**src/rtl/acc_pkg.sv**
```systemverilog
// Shared definitions for the accelerator job scheduler: kernel encodings,
// FSM states, default job lengths and a small ring-index helper.
package acc_pkg;

  // One-hot kernel identifiers, also used directly as ap_start values
  localparam logic [2:0] K_FIR  = 3'b001;
  localparam logic [2:0] K_MAT  = 3'b010;
  localparam logic [2:0] K_SORT = 3'b100;

  // Default number of output beats each kernel produces per job
  localparam int DEF_LEN_FIR    = 64;
  localparam int DEF_LEN_MATMUL = 16;
  localparam int DEF_LEN_SORT   = 10;

  typedef enum logic [1:0] {
    S_IDLE,
    S_ISSUE,
    S_RUN,
    S_DRAIN
  } sched_state_e;

  // Next index on the three-entry ring (2 wraps back to 0)
  function automatic logic [1:0] rr_next(input logic [1:0] idx);
    return (idx == 2'd2) ? 2'd0 : idx + 2'd1;
  endfunction

endpackage

```
**src/rtl/acc_job_scheduler_if.sv**
```systemverilog
// Control/stream bundle between the scheduler and the shared accelerator.
// The scheduler only drives ap_start; the stream signals are observed.
interface acc_job_scheduler_if;
  logic [2:0] ap_start;
  logic       ap_idle;
  logic       sm_tvalid;
  logic       sm_tready;
  logic       sm_tlast;

  modport master (
    output ap_start,
    input  ap_idle,
    input  sm_tvalid,
    input  sm_tready,
    input  sm_tlast
  );

  modport slave (
    input  ap_start,
    output ap_idle,
    output sm_tvalid,
    output sm_tready,
    output sm_tlast
  );
endinterface

```
**src/rtl/acc_rr_arbiter.sv**
```systemverilog
// Three-way round-robin picker: returns the first pending kernel at or
// after the pointer index. Purely combinational; the owner keeps the pointer.
module acc_rr_arbiter
  import acc_pkg::*;
(
  input  logic [2:0] pending_i,
  input  logic [1:0] ptr_i,
  output logic [2:0] grant_o,
  output logic [1:0] grant_idx_o,
  output logic       grant_vld_o
);

  logic [1:0] cand;

  // Walk the ring from the pointer and stop at the first pending entry
  always_comb begin
    grant_o     = 3'b000;
    grant_idx_o = ptr_i;
    grant_vld_o = 1'b0;
    cand        = ptr_i;
    for (int k = 0; k < 3; k++) begin
      if (!grant_vld_o && pending_i[cand]) begin
        grant_vld_o = 1'b1;
        grant_idx_o = cand;
        grant_o     = 3'b001 << cand;
      end
      cand = rr_next(cand);
    end
  end

endmodule

```
**src/rtl/acc_job_scheduler.sv**
```systemverilog
// Job scheduler for the shared FIR / matmul / sort accelerator. Latches
// requests, grants round-robin, pulses ap_start, watches the output stream
// for completion or stall, and reports done/error per kernel.
module acc_job_scheduler
  import acc_pkg::*;
#(
  parameter int LEN_FIR    = DEF_LEN_FIR,
  parameter int LEN_MATMUL = DEF_LEN_MATMUL,
  parameter int LEN_SORT   = DEF_LEN_SORT,
  parameter int TIMEOUT    = 4096
) (
  input  logic                clk,
  input  logic                rst_n,
  input  logic [2:0]          req_i,
  output logic [2:0]          pending_o,
  output logic                busy_o,
  output logic [2:0]          cur_job_o,
  output logic [2:0]          job_done_o,
  output logic [2:0]          job_err_o,
  acc_job_scheduler_if.master acc_if
);

  localparam int IW = $clog2(TIMEOUT);
  localparam logic [IW-1:0] IDLE_MAX = IW'(TIMEOUT - 1);

  sched_state_e  state_q;
  logic [2:0]    pending_q, pending_d;
  logic [2:0]    cur_job_q;
  logic [1:0]    cur_idx_q;
  logic [1:0]    rr_ptr_q;
  logic          busy_q;
  logic [2:0]    ap_start_q;
  logic [2:0]    job_done_q;
  logic [2:0]    job_err_q;
  logic          err_q;
  logic [6:0]    beat_cnt_q;
  logic [6:0]    exp_len_q;
  logic [IW-1:0] idle_cnt_q;

  logic [2:0]    grant;
  logic [1:0]    grant_idx;
  logic          grant_vld;
  logic          do_grant;
  logic          beat;

  function automatic logic [6:0] len_of(input logic [2:0] kern);
    case (kern)
      K_FIR:   return 7'(LEN_FIR);
      K_MAT:   return 7'(LEN_MATMUL);
      K_SORT:  return 7'(LEN_SORT);
      default: return 7'd0;
    endcase
  endfunction

  acc_rr_arbiter u_arb (
    .pending_i   (pending_q),
    .ptr_i       (rr_ptr_q),
    .grant_o     (grant),
    .grant_idx_o (grant_idx),
    .grant_vld_o (grant_vld)
  );

  assign beat     = acc_if.sm_tvalid & acc_if.sm_tready;
  assign do_grant = (state_q == S_IDLE) && grant_vld && acc_if.ap_idle;

  // Granted bit drops, then new requests (including one for the job just granted) set bits
  always_comb begin
    pending_d = pending_q;
    if (do_grant) pending_d = pending_d & ~grant;
    pending_d = pending_d | req_i;
  end

  // Pending request register
  always_ff @(posedge clk or negedge rst_n) begin
    if (!rst_n) pending_q <= 3'b000;
    else        pending_q <= pending_d;
  end

  // Job sequencing FSM with registered handshake, status and completion pulses
  always_ff @(posedge clk or negedge rst_n) begin
    if (!rst_n) begin
      state_q    <= S_IDLE;
      cur_job_q  <= 3'b000;
      cur_idx_q  <= 2'd0;
      rr_ptr_q   <= 2'd0;
      busy_q     <= 1'b0;
      ap_start_q <= 3'b000;
      job_done_q <= 3'b000;
      job_err_q  <= 3'b000;
      err_q      <= 1'b0;
      beat_cnt_q <= 7'd0;
      exp_len_q  <= 7'd0;
      idle_cnt_q <= '0;
    end else begin
      job_done_q <= 3'b000;
      job_err_q  <= 3'b000;
      case (state_q)
        S_IDLE: begin
          if (do_grant) begin
            state_q    <= S_ISSUE;
            cur_job_q  <= grant;
            cur_idx_q  <= grant_idx;
            busy_q     <= 1'b1;
            ap_start_q <= grant;
            exp_len_q  <= len_of(grant);
            beat_cnt_q <= 7'd0;
            idle_cnt_q <= '0;
            err_q      <= 1'b0;
          end
        end
        S_ISSUE: begin
          ap_start_q <= 3'b000;
          state_q    <= S_RUN;
        end
        S_RUN: begin
          if (beat) begin
            if (beat_cnt_q != 7'h7F) beat_cnt_q <= beat_cnt_q + 7'd1;
            idle_cnt_q <= '0;
            if (acc_if.sm_tlast) begin
              err_q   <= ((beat_cnt_q + 7'd1) != exp_len_q);
              state_q <= S_DRAIN;
            end
          end else if (idle_cnt_q == IDLE_MAX) begin
            err_q   <= 1'b1;
            state_q <= S_DRAIN;
          end else begin
            idle_cnt_q <= idle_cnt_q + IW'(1);
          end
        end
        S_DRAIN: begin
          if (acc_if.ap_idle) begin
            if (err_q) job_err_q  <= cur_job_q;
            else       job_done_q <= cur_job_q;
            rr_ptr_q  <= rr_next(cur_idx_q);
            cur_job_q <= 3'b000;
            busy_q    <= 1'b0;
            state_q   <= S_IDLE;
          end
        end
        default: state_q <= S_IDLE;
      endcase
    end
  end

  assign pending_o       = pending_q;
  assign busy_o          = busy_q;
  assign cur_job_o       = cur_job_q;
  assign job_done_o      = job_done_q;
  assign job_err_o       = job_err_q;
  assign acc_if.ap_start = ap_start_q;

endmodule

```
**src/flat_wrapper.sv**
```systemverilog
// flat-port wrapper written by rule: the top's interface ports become plain ports
module acc_job_scheduler_flat import acc_pkg::*;
#(
  parameter int LEN_FIR    = DEF_LEN_FIR,
  parameter int LEN_MATMUL = DEF_LEN_MATMUL,
  parameter int LEN_SORT   = DEF_LEN_SORT,
  parameter int TIMEOUT    = 4096
)
  (clk, rst_n, req_i, pending_o, busy_o, cur_job_o, job_done_o, job_err_o, acc_if_ap_start, acc_if_ap_idle, acc_if_sm_tvalid, acc_if_sm_tready, acc_if_sm_tlast);
  acc_job_scheduler_if acc_if_i ();
  input  logic clk;
  input  logic rst_n;
  input  logic [2:0] req_i;
  output logic [2:0] pending_o;
  output logic busy_o;
  output logic [2:0] cur_job_o;
  output logic [2:0] job_done_o;
  output logic [2:0] job_err_o;
  output wire logic [$bits(acc_if_i.ap_start)-1:0] acc_if_ap_start;
  input wire logic [$bits(acc_if_i.ap_idle)-1:0] acc_if_ap_idle;
  input wire logic [$bits(acc_if_i.sm_tvalid)-1:0] acc_if_sm_tvalid;
  input wire logic [$bits(acc_if_i.sm_tready)-1:0] acc_if_sm_tready;
  input wire logic [$bits(acc_if_i.sm_tlast)-1:0] acc_if_sm_tlast;
  assign acc_if_ap_start = acc_if_i.ap_start;
  assign acc_if_i.ap_idle = acc_if_ap_idle;
  assign acc_if_i.sm_tvalid = acc_if_sm_tvalid;
  assign acc_if_i.sm_tready = acc_if_sm_tready;
  assign acc_if_i.sm_tlast = acc_if_sm_tlast;
  acc_job_scheduler #(.LEN_FIR(LEN_FIR), .LEN_MATMUL(LEN_MATMUL), .LEN_SORT(LEN_SORT), .TIMEOUT(TIMEOUT)) u_core (.clk(clk), .rst_n(rst_n), .req_i(req_i), .pending_o(pending_o), .busy_o(busy_o), .cur_job_o(cur_job_o), .job_done_o(job_done_o), .job_err_o(job_err_o), .acc_if(acc_if_i));
endmodule
```
**config.mk**
```make
export PLATFORM = sky130hd
export DESIGN_NAME = acc_job_scheduler_flat
export DESIGN_NICKNAME = d
export VERILOG_FILES = /design/src/rtl/acc_pkg.sv /design/src/rtl/acc_job_scheduler_if.sv /design/src/rtl/acc_rr_arbiter.sv /design/src/rtl/acc_job_scheduler.sv /design/src/flat_wrapper.sv
export SDC_FILE = /design/constraint.sdc
export NUM_CORES = 1
export LEC_CHECK = 0
export CAP_MARGIN = 20
export CELL_PAD_IN_SITES_DETAIL_PLACEMENT = 1
export CELL_PAD_IN_SITES_GLOBAL_PLACEMENT = 2
export CORE_MARGIN = 5
export CORE_UTILIZATION = 36
export CTS_CLUSTER_DIAMETER = 40
export DETAILED_ROUTE_END_ITERATION = 8
export PLACE_DENSITY = 0.9
export SETUP_SLACK_MARGIN = 0.05
export SKIP_CTS_REPAIR_TIMING = 1
export SLEW_MARGIN = 0
export SYNTH_ARGS = -nofsm -noshare
export SYNTH_HDL_FRONTEND = slang
export SYNTH_SLANG_ARGS = --single-unit
```
**constraint.sdc**
```tcl
create_clock -name clk -period 2.8 [get_ports clk]
set_input_delay 0.56 -clock clk [delete_from_list [all_inputs] [get_ports clk]]
set_output_delay 0.56 -clock clk [all_outputs]
set_load 0.01 [all_outputs]
```
==> flow_metrics.env, run 1 <==
export IMPL_grt_pass1_vias=2025
export IMPL_ios=25
export IMPL_ys_ff_latch=45
export IMPL_first_iter_violations=71
export IMPL_ys_seq_area_frac=0.467
export IMPL_worst_pin_slew_ns=0.684
export IMPL_synth_edf_count=0
export IMPL_tns_ns=0
export IMPL_worstSetupPathType="flip-flop to flip-flop"
export IMPL_p_per_area_nw_per_um2=870
export IMPL_hold_viol_final=0
export IMPL_grt_total_usage=0.146
export IMPL_syn_area_per_cell_um2=10.0
export IMPL_placed_cells=342
export IMPL_htree_levels=2
export IMPL_drv_slew=0
export IMPL_grt_pass1_wl_um=10100
export IMPL_synthDistinctLibCells=51
export IMPL_cp_end_kind="flip-flop"
export IMPL_clock_sinks=45
export IMPL_antenna_left=0
export IMPL_rsz0062_at_grt="false"
export IMPL_syn_nets=257
export IMPL_critical_path_arrival_ns=2.48
export IMPL_drc=0
export IMPL_maxCapViolations=0
export IMPL_finalInstanceArea_um2=2840
export IMPL_critPathLaunch="u_core.state_q[0]"
export IMPL_firstDrtPassIters=4
export IMPL_final_layout_size_suffix_gt1_frac=0.114
export IMPL_final_setup_viol_count=0
export IMPL_final_cells=350
export IMPL_netlist_area_um2=2410
export IMPL_port_buffers=24
export IMPL_crit_buf_inv=2
export IMPL_avgViaCountPerCell=5.54
export IMPL_hold_class="primary input to asynchronous set/reset pin"
export IMPL_rows=29
export IMPL_leakagePower_nw=1.23
export IMPL_wire_per_inst_um=16.7
export IMPL_overflow=0
export IMPL_crit_slowest_cell="or4_1"
export IMPL_fin_worst_skew_ns=0.0121
export IMPL_grt_max_degree=29
export IMPL_cp_cell_sequence="inv_1 -> ha_1 -> a21boi_0 -> a311oi_2 -> buf_4 -> or4_1 -> o21ai_0"
export IMPL_finalCritPeriodShare=0.806
export IMPL_n_antenna_cell=0
export IMPL_finalCriticalPeriod_ns=2.26
export IMPL_syn_inst=241
export IMPL_die_y_um=91.9
export IMPL_die_w_um=91.9
export IMPL_area_growth_pct=17.8
export IMPL_wirelength_um=5860
export IMPL_dpl_cell_area_um2=2760
export IMPL_antenna_found_initial=0
export IMPL_dpl_hpwl_um=4500
export IMPL_cts_path_max_buffers=2
export IMPL_tritoncts="yes"
export IMPL_synth_flop_cell="dfrtp_1"
export IMPL_fmax_mhz=443
export IMPL_peakVddDrop_mv=0.405
export IMPL_cp_top_family="compound AO/OA/AOI/OAI gates"
export IMPL_vias=1939
export IMPL_cp_start_kind="flip-flop"
export IMPL_cp_required_ns=3.03
export IMPL_cp_slowest_stage_delay_ns=0.50
export IMPL_die_area_um2=8440
export IMPL_gp_congestion=0.789
export IMPL_initial_utilization=0.376
export IMPL_nets=288
export IMPL_maxSlewHeadroom=0.541
export IMPL_ys_warn_count=0
export IMPL_numCtsBuffers=5
export IMPL_clock_root_buffer="clkbuf_8"
export IMPL_synthArstFlopShare=1.00
export IMPL_reg2reg_from="u_core.state_q[0]"
export IMPL_n_fill_cell=730
export IMPL_clk_latency_ns=0.30
export IMPL_coreArea_um2=6420
export IMPL_status="finished, final reports clean"
export IMPL_cts_reportedPaths_clkPinSlew_ns=0.09
export IMPL_cp_max_fo=7
## synth_stat cells, types with 3 or more instances
library cell | count | area [um2]
inv_1 | 6 | 22.5
nand3_1 | 12 | 60.1
a21oi_1 | 15 | 75.1
xor2_1 | 4 | 35.0
a21boi_0 | 3 | 22.5
nor3b_1 | 3 | 22.5
clkbuf_1 | 3 | 11.3
o211ai_1 | 4 | 30.0
or4_1 | 4 | 30.0
o31ai_1 | 3 | 22.5
dfrtp_1 | 45 | 1130
and3_1 | 5 | 31.3
a21o_1 | 7 | 52.6
or3_1 | 3 | 18.8
a22o_1 | 4 | 35.0
mux2i_1 | 3 | 30.0
nand4_1 | 4 | 25.0
nand2_1 | 39 | 146
nor2_1 | 11 | 41.3
xnor2_1 | 7 | 61.3
o21ai_0 | 16 | 80.1
ha_1 | 7 | 87.6
## per-stage QoR
step | hold WS [ns] | worst slack, ns | utilization | power (mW)
finish | 0.169 | 0.543 | 0.443 | 2.47
global route | 0.187 | 0.363 | 0.443 | 2.68
CTS | 0.179 | 0.550 | 0.443 | 2.50
detailed placement | 0.489 | 0.231 | 0.429 | 2.09
global placement | 0.471 | 0.299 | 0.429 | 2.04
floorplan | 0.264 | 0.850 | - | 1.68
## power breakdown
part / internal [mW] / total, mW / switching, mW
Combinational: 0.491 / 1.11 / 0.619
Sequential: 0.802 / 0.957 / 0.156
Clock: 0.176 / 0.406 / 0.230
Total: 1.47 / 2.47 / 1.00
## final timing paths
path | slack, ns | to | cells after the start
max | 0.54 | u_core.idle_cnt_q[10] | 7
min | 0.17 | u_core.pending_o[0] | 1
max reg2reg | 0.54 | u_core.idle_cnt_q[10] | 7
min reg2reg | 0.50 | u_core.cur_idx_q[1] | 2
max in group asynchronous | 1.90 | u_core.idle_cnt_q[7] | 2
min in group clk | 0.50 | u_core.cur_idx_q[1] | 2
## flip-flops by register name (all words and copies together), names as in the netlist, 2 cells and up
register                count
u_core.idle_cnt_q          12
u_core.beat_cnt_q           7
u_core.acc_if.ap_start      3
u_core.cur_job_o            3
u_core.exp_len_q            3
u_core.job_done_o           3
u_core.job_err_o            3
u_core.pending_o            3
u_core.cur_idx_q            2
u_core.rr_ptr_q             2
u_core.state_q              2
## layer usage
metal  GRT usage  vias to the layer above  share of wire
met1       0.194                      978           0.48
met3      0.0295                        6          0.026
li1            -                      936              -
met5           0                        -              0
met2       0.247                       19           0.49
met4      0.0309                        0         0.0075
## cells in the final DEF, fill, tap and decap left out, drive strengths merged, types with 7 or more instances in the layout
cell           Yosys  layout
nor2              11      11
nand2             39      39
xnor2              7       7
ha                 7       7
dfrtp             45      45
nand3             14      14
clkdlybuf4s50      0      23
a21oi             16      16
a21o               7       7
o21ai             17      17
## cells by family after synthesis
group / after synthesis / share of synthesized area
buffers and inverters: 11 / 0.0207
adder cells (fa/ha/maj): 7 / 0.0363
flip-flops: 45 / 0.467
multiplexers: 5 / 0.0233
AO/OA/AOI/OAI: 68 / 0.209
AND/OR/NAND/NOR: 94 / 0.204
XOR/XNOR: 11 / 0.0399
## area by class of cell
cell class / count / area, um2 / area share
Multi-Input combinational cell: 185 / 1240 / 0.435
Sequential cell: 45 / 1130 / 0.396
Timing Repair Buffer: 29 / 273 / 0.0960
Tap cell: 77 / 96.3 / 0.0339
Clock buffer: 6 / 72.6 / 0.0255
Inverter: 6 / 22.5 / 0.00792
Clock inverter: 2 / 15.0 / 0.00528
Power figures use the tool's default switching activity.
==> inputs of run 2 (changes only) <==
--- a/config.mk
+++ b/config.mk
@@ -9,10 +9,10 @@
 export CELL_PAD_IN_SITES_DETAIL_PLACEMENT = 1
 export CELL_PAD_IN_SITES_GLOBAL_PLACEMENT = 2
 export CORE_MARGIN = 5
-export CORE_UTILIZATION = 36
+export CORE_UTILIZATION = 33
 export CTS_CLUSTER_DIAMETER = 40
 export DETAILED_ROUTE_END_ITERATION = 8
-export PLACE_DENSITY = 0.9
+export PLACE_DENSITY = 0.87
 export SETUP_SLACK_MARGIN = 0.05
 export SKIP_CTS_REPAIR_TIMING = 1
 export SLEW_MARGIN = 0
==> constraint.sdc (replaced) <==
create_clock -name clk -period 1.8 [get_ports clk]
set_input_delay 0.36 -clock clk [delete_from_list [all_inputs] [get_ports clk]]
set_output_delay 0.36 -clock clk [all_outputs]
set_load 0.01 [all_outputs]
==> run 2 against run 1 <==
The flow now finishes with violations (negative hold slack, negative setup slack). Combinational power grew 150%. Final cell count is 22% higher. Largest cell class unchanged. Die area is 8.1% higher. Total power rose by 100%. Non-clock buffer count grew 57. Clock power increased by 87%. First-iteration DRC count shrank 18%.
==> flow_metrics.env, run 2 (synthesized netlist as in run 1, its figures left out) <==
export IMPL_status="finished with violations"
export IMPL_violations="negative hold slack, negative setup slack"
export IMPL_grt_busiest_layer="met2"
export IMPL_cts_reportedPaths_clkPinSlew_ns=0.09
export IMPL_p_seq_frac=0.291
export IMPL_switching_power_mw=1.95
export IMPL_multi_input_area_um2=1420
export IMPL_finalCritPeriodShare=1.10
export IMPL_vias=2195
export IMPL_coreArea_um2=7180
export IMPL_worst_r2r_cell_count=8
export IMPL_tritoncts="yes"
export IMPL_rows=31
export IMPL_antenna_left=0
export IMPL_grt_pass1_wl_um=11400
export IMPL_final_setup_viol_count=20
export IMPL_clk_latency_ns=0.31
export IMPL_finalCriticalPeriod_ns=1.99
export IMPL_switching_share=0.392
export IMPL_grt_pass1_vias=2337
export IMPL_met2_usage=0.294
export IMPL_avgViaCountPerCell=5.13
export IMPL_largest_reg_flops=12
export IMPL_maxSlewHeadroom=0.627
export IMPL_layout_cells_most_common_list="buf_4, dfrtp_1, nand2_1"
export IMPL_preCtsSetupSlack_ns=-0.265
export IMPL_p_int_mw=3.02
export IMPL_overflow=0
export IMPL_final_cells=428
export IMPL_area_growth_pct=46.7
export IMPL_clock_sinks=45
export IMPL_p_per_area_nw_per_um2=1400
export IMPL_met1_usage=0.190
export IMPL_worst_pin_slew_ns=0.554
export IMPL_cp_max_fo=4
export IMPL_tns_ns=-2.02
export IMPL_mostFrequentLayoutCell="buf_4"
export IMPL_cts_path_max_buffers=2
export IMPL_antenna_found_initial=0
export IMPL_die_y_um=95.5
export IMPL_wirelength_um=7370
export IMPL_n_fill_cell=814
export IMPL_port_buffers=24
export IMPL_placed_cells=414
export IMPL_leakagePower_nw=1.54
export IMPL_final_layout_size_suffix_gt1_frac=0.353
export IMPL_comb_power_share=0.556
export IMPL_top_regs="u_core.idle_cnt_q: 12 flops, u_core.beat_cnt_q: 7 flops"
export IMPL_largest_register="u_core.idle_cnt_q"
export IMPL_peakVddDrop_mv=0.502
export IMPL_clock_root_buffer="clkbuf_8"
export IMPL_hold_viol_final=10
export IMPL_grt_total_usage=0.161
export IMPL_cp_required_ns=2.05
export IMPL_hold_class="primary input to asynchronous set/reset pin"
export IMPL_htree_levels=2
export IMPL_critical_path_arrival_ns=2.23
export IMPL_post_route_util=0.493
export IMPL_gp_congestion=0.793
export IMPL_first_iter_violations=58
export IMPL_die_w_um=95.5
export IMPL_dpl_hpwl_um=5200
export IMPL_n_antenna_cell=0
export IMPL_clockPowerShare=0.153
export IMPL_rsz0062_at_grt="true"
export IMPL_nets=345
export IMPL_power_mw=4.97
export IMPL_cp_end_kind="flip-flop"
export IMPL_setup_ws_ns=-0.189
export IMPL_ff_latch_area_um2=1130
export IMPL_finalInstanceArea_um2=3540
export IMPL_fin_worst_skew_ns=0.0119
export IMPL_hold_slack_ns=-0.00374
export IMPL_die_area_um2=9120
export IMPL_firstDrtPassIters=4
export IMPL_drc=0
export IMPL_cp_start_kind="flip-flop"
export IMPL_wire_per_inst_um=17.2
export IMPL_fmax_mhz=503
export IMPL_maxCapViolations=0
export IMPL_grt_max_degree=29
export IMPL_worstSetupPathType="flip-flop to flip-flop"
export IMPL_initial_utilization=0.336
export IMPL_numCtsBuffers=5
export IMPL_use_met3=0.0387
export IMPL_drv_slew=0
export IMPL_dpl_cell_area_um2=3210
export IMPL_ios=25
-- run 2: changes by cell type in the layout (fill, tap and decap cells not counted), sizes merged --
| cell | change |
|---|---|
| clkinv | +1 |
| clkbuf | -1 |
| clkdlybuf4s50 | -2 |
| clkinvlp | -2 |
| buf | +57 |
| dlymetal6s2s | +2 |
| bufinv | +1 |
-- run 2: path summary, 6_finish.rpt --
path | slack, ns | start | end
min in group clk | 0.50 | u_core.exp_len_q[6] | u_core.exp_len_q[6]
hold / removal | -0.004 | rst_n | u_core.idle_cnt_q[10]
setup reg to reg | -0.19 | u_core.state_q[0] | u_core.idle_cnt_q[8]
setup / recovery | -0.19 | u_core.state_q[0] | u_core.idle_cnt_q[8]
hold reg to reg | 0.50 | u_core.exp_len_q[6] | u_core.exp_len_q[6]
max in group asynchronous | 1.29 | rst_n | u_core.err_q
-- run 2: per-layer routing --
layer | vias to the layer above | share of wire
met5 | - | 0
met4 | 0 | 0.023
met3 | 15 | 0.028
met2 | 31 | 0.55
met1 | 1095 | 0.40
li1 | 1054 | -
-- run 2: power groups by stage --
stage               Clock, mW  Combinational (mW)  Sequential (mW)
floorplan                   0                1.19             1.50
global placement            0                2.29             1.45
detailed placement          0                2.39             1.46
CTS                     0.773                2.42             1.44
global route            0.822                2.98             1.48
finish                  0.761                2.77             1.44
-- run 2: layout make-up --
cell class / count / share of cell area
Multi-Input combinational cell: 185 / 0.402
Sequential cell: 45 / 0.318
Timing Repair Buffer: 86 / 0.209
Tap cell: 99 / 0.0350
Clock buffer: 5 / 0.0194
Clock inverter: 2 / 0.00990
Inverter: 6 / 0.00636
-- run 2: worst max-delay path, stage by stage (launching register included) --
cell	delay, ns
dfrtp_1	0.38
inv_2	0.06
buf_6	0.12
ha_4	0.17
mux2i_4	0.20
a31oi_4	0.20
o211ai_4	0.12
or4_4	0.54
a21oi_2	0.15
==> inputs of run 3 (changes only) <==
--- a/config.mk
+++ b/config.mk
@@ -9,10 +9,11 @@
 export CELL_PAD_IN_SITES_DETAIL_PLACEMENT = 1
 export CELL_PAD_IN_SITES_GLOBAL_PLACEMENT = 2
 export CORE_MARGIN = 5
-export CORE_UTILIZATION = 33
+export CORE_UTILIZATION = 34
+export CTS_BUF_LIST = sky130_fd_sc_hd__clkbuf_4 sky130_fd_sc_hd__clkbuf_8
 export CTS_CLUSTER_DIAMETER = 40
 export DETAILED_ROUTE_END_ITERATION = 8
-export PLACE_DENSITY = 0.87
+export PLACE_DENSITY = 0.89
 export SETUP_SLACK_MARGIN = 0.05
 export SKIP_CTS_REPAIR_TIMING = 1
 export SLEW_MARGIN = 0
==> run 3 against run 2 <==
The run still ends with negative hold slack, negative setup slack left. Final cell count shrank 0.23%. Clock skew down 0.0013 ns. Routed wire length grew 1.1%. Sequential power barely moved. Flip-flop and latch count did not move. Global-route usage grew 0.75 points. Cell area shrank 0.88%. Hold slack worse by 0.017 ns. Critical path type unchanged. Critical endpoint is now u_core.idle_cnt_q[3].
==> flow_metrics.env, run 3 (synthesized netlist as in run 1, its figures left out) <==
export IMPL_status="finished with violations"
export IMPL_violations="negative hold slack, negative setup slack"
export IMPL_cp_end_kind="flip-flop"
export IMPL_cp_max_fo=5
export IMPL_ff_latch_area_um2=1130
export IMPL_grt_total_usage=0.169
export IMPL_worst_pin_slew_ns=0.596
export IMPL_grt_pass1_wl_um=11800
export IMPL_setup_ws_ns=-0.148
export IMPL_avgViaCountPerCell=5.21
export IMPL_largest_register="u_core.idle_cnt_q"
export IMPL_fmax_mhz=513
export IMPL_p_per_area_nw_per_um2=1410
export IMPL_clock_root_buffer="clkbuf_8"
export IMPL_critical_path_arrival_ns=2.20
export IMPL_peakVddDrop_mv=0.638
export IMPL_nets=346
export IMPL_clk_latency_ns=0.31
export IMPL_maxCapViolations=0
export IMPL_wire_per_inst_um=17.5
export IMPL_drc=0
export IMPL_n_fill_cell=779
export IMPL_leakagePower_nw=1.55
export IMPL_finalCritPeriodShare=1.08
export IMPL_grt_pass1_vias=2399
export IMPL_cp_required_ns=2.06
export IMPL_dpl_hpwl_um=5370
export IMPL_first_iter_violations=88
export IMPL_finalCriticalPeriod_ns=1.95
export IMPL_antenna_found_initial=0
export IMPL_final_cells=427
export IMPL_numCtsBuffers=5
export IMPL_top_regs="u_core.idle_cnt_q: 12 flops, u_core.beat_cnt_q: 7 flops"
export IMPL_gp_congestion=0.841
export IMPL_die_area_um2=8880
export IMPL_cts_path_max_buffers=2
export IMPL_htree_levels=2
export IMPL_final_layout_size_suffix_gt1_frac=0.329
export IMPL_initial_utilization=0.351
export IMPL_firstDrtPassIters=4
export IMPL_die_w_um=94.3
export IMPL_vias=2224
export IMPL_fin_worst_skew_ns=0.0106
export IMPL_clock_sinks=45
export IMPL_cp_start_kind="flip-flop"
export IMPL_dpl_cell_area_um2=3210
export IMPL_die_y_um=94.3
export IMPL_overflow=0
export IMPL_hold_class="primary input to asynchronous set/reset pin"
export IMPL_multi_input_area_um2=1400
export IMPL_final_setup_viol_count=15
export IMPL_maxSlewHeadroom=0.599
export IMPL_worstSetupPathType="flip-flop to flip-flop"
export IMPL_port_buffers=24
export IMPL_finalInstanceArea_um2=3510
export IMPL_mostFrequentLayoutCell="buf_4"
export IMPL_grt_max_degree=30
export IMPL_placed_cells=412
export IMPL_coreArea_um2=6870
export IMPL_rsz0062_at_grt="true"
export IMPL_wirelength_um=7450
export IMPL_ios=25
export IMPL_antenna_left=0
export IMPL_n_antenna_cell=0
export IMPL_drv_slew=0
export IMPL_largest_reg_flops=12
export IMPL_rows=30
export IMPL_cts_reportedPaths_clkPinSlew_ns=0.09
export IMPL_area_growth_pct=45.4
export IMPL_layout_cells_most_common_list="buf_4, dfrtp_1, nand2_1"
export IMPL_hold_slack_ns=-0.0204
export IMPL_hold_viol_final=16
export IMPL_tritoncts="yes"
==> run 3: path summary, 6_finish.rpt <==
check,to,from,depth (start not counted),slack (ns)
setup / recovery,u_core.idle_cnt_q[3],u_core.state_q[0],8,-0.15
hold / removal,u_core.job_done_o[1],rst_n,1,-0.02
setup reg to reg,u_core.idle_cnt_q[3],u_core.state_q[0],8,-0.15
hold reg to reg,u_core.exp_len_q[6],u_core.exp_len_q[6],2,0.51
max in group asynchronous,u_core.beat_cnt_q[6],rst_n,2,1.30
min in group clk,u_core.exp_len_q[6],u_core.exp_len_q[6],2,0.51
==> run 3: report_power, final <==
part           switching [mW]  internal [mW]  total [mW]  leakage, nW
clock network           0.377          0.312       0.689       0.0512
logic                    1.39           1.43        2.82        0.911
registers               0.200           1.25        1.45        0.587
==> run 3: layer usage <==
metal | wire length [um] | GRT usage | vias up
li1 | - | - | 1058
met1 | 3210 | 0.208 | 1135
met2 | 3990 | 0.301 | 19
met3 | 124 | 0.0296 | 12
met4 | 129 | 0.0433 | 0
met5 | 0 | 0 | -
==> run 3: critical path: stages, from the launching register on <==
cell	delay, ns
dfrtp_1	0.40
inv_2	0.10
buf_6	0.11
ha_4	0.15
mux2i_4	0.32
a311oi_4	0.09
buf_4	0.17
or4_1	0.49
nand2_1	0.07
==> run 3: layout make-up <==
type	instances	share of cell area
multi-input cells	185	0.398
well taps	96	0.0342
clock inverters	2	0.00392
clock buffers	6	0.0235
repair buffers	87	0.213
flip-flops and latches	45	0.321
inverters	6	0.00642
==> run 3: per-stage QoR <==
| stage | setup TNS, ns | utilization | power, mW | setup slack, ns |
|---|---|---|---|---|
| after floorplan | -0.203 | - | 2.69 | -0.0616 |
| after global placement | -4.70 | 0.467 | 3.76 | -0.270 |
| after detailed placement | -6.09 | 0.467 | 3.90 | -0.308 |
| after CTS | -2.67 | 0.481 | 4.61 | -0.246 |
| after global routing | -2.73 | 0.511 | 5.30 | -0.223 |
| final | -1.07 | 0.511 | 4.95 | -0.148 |
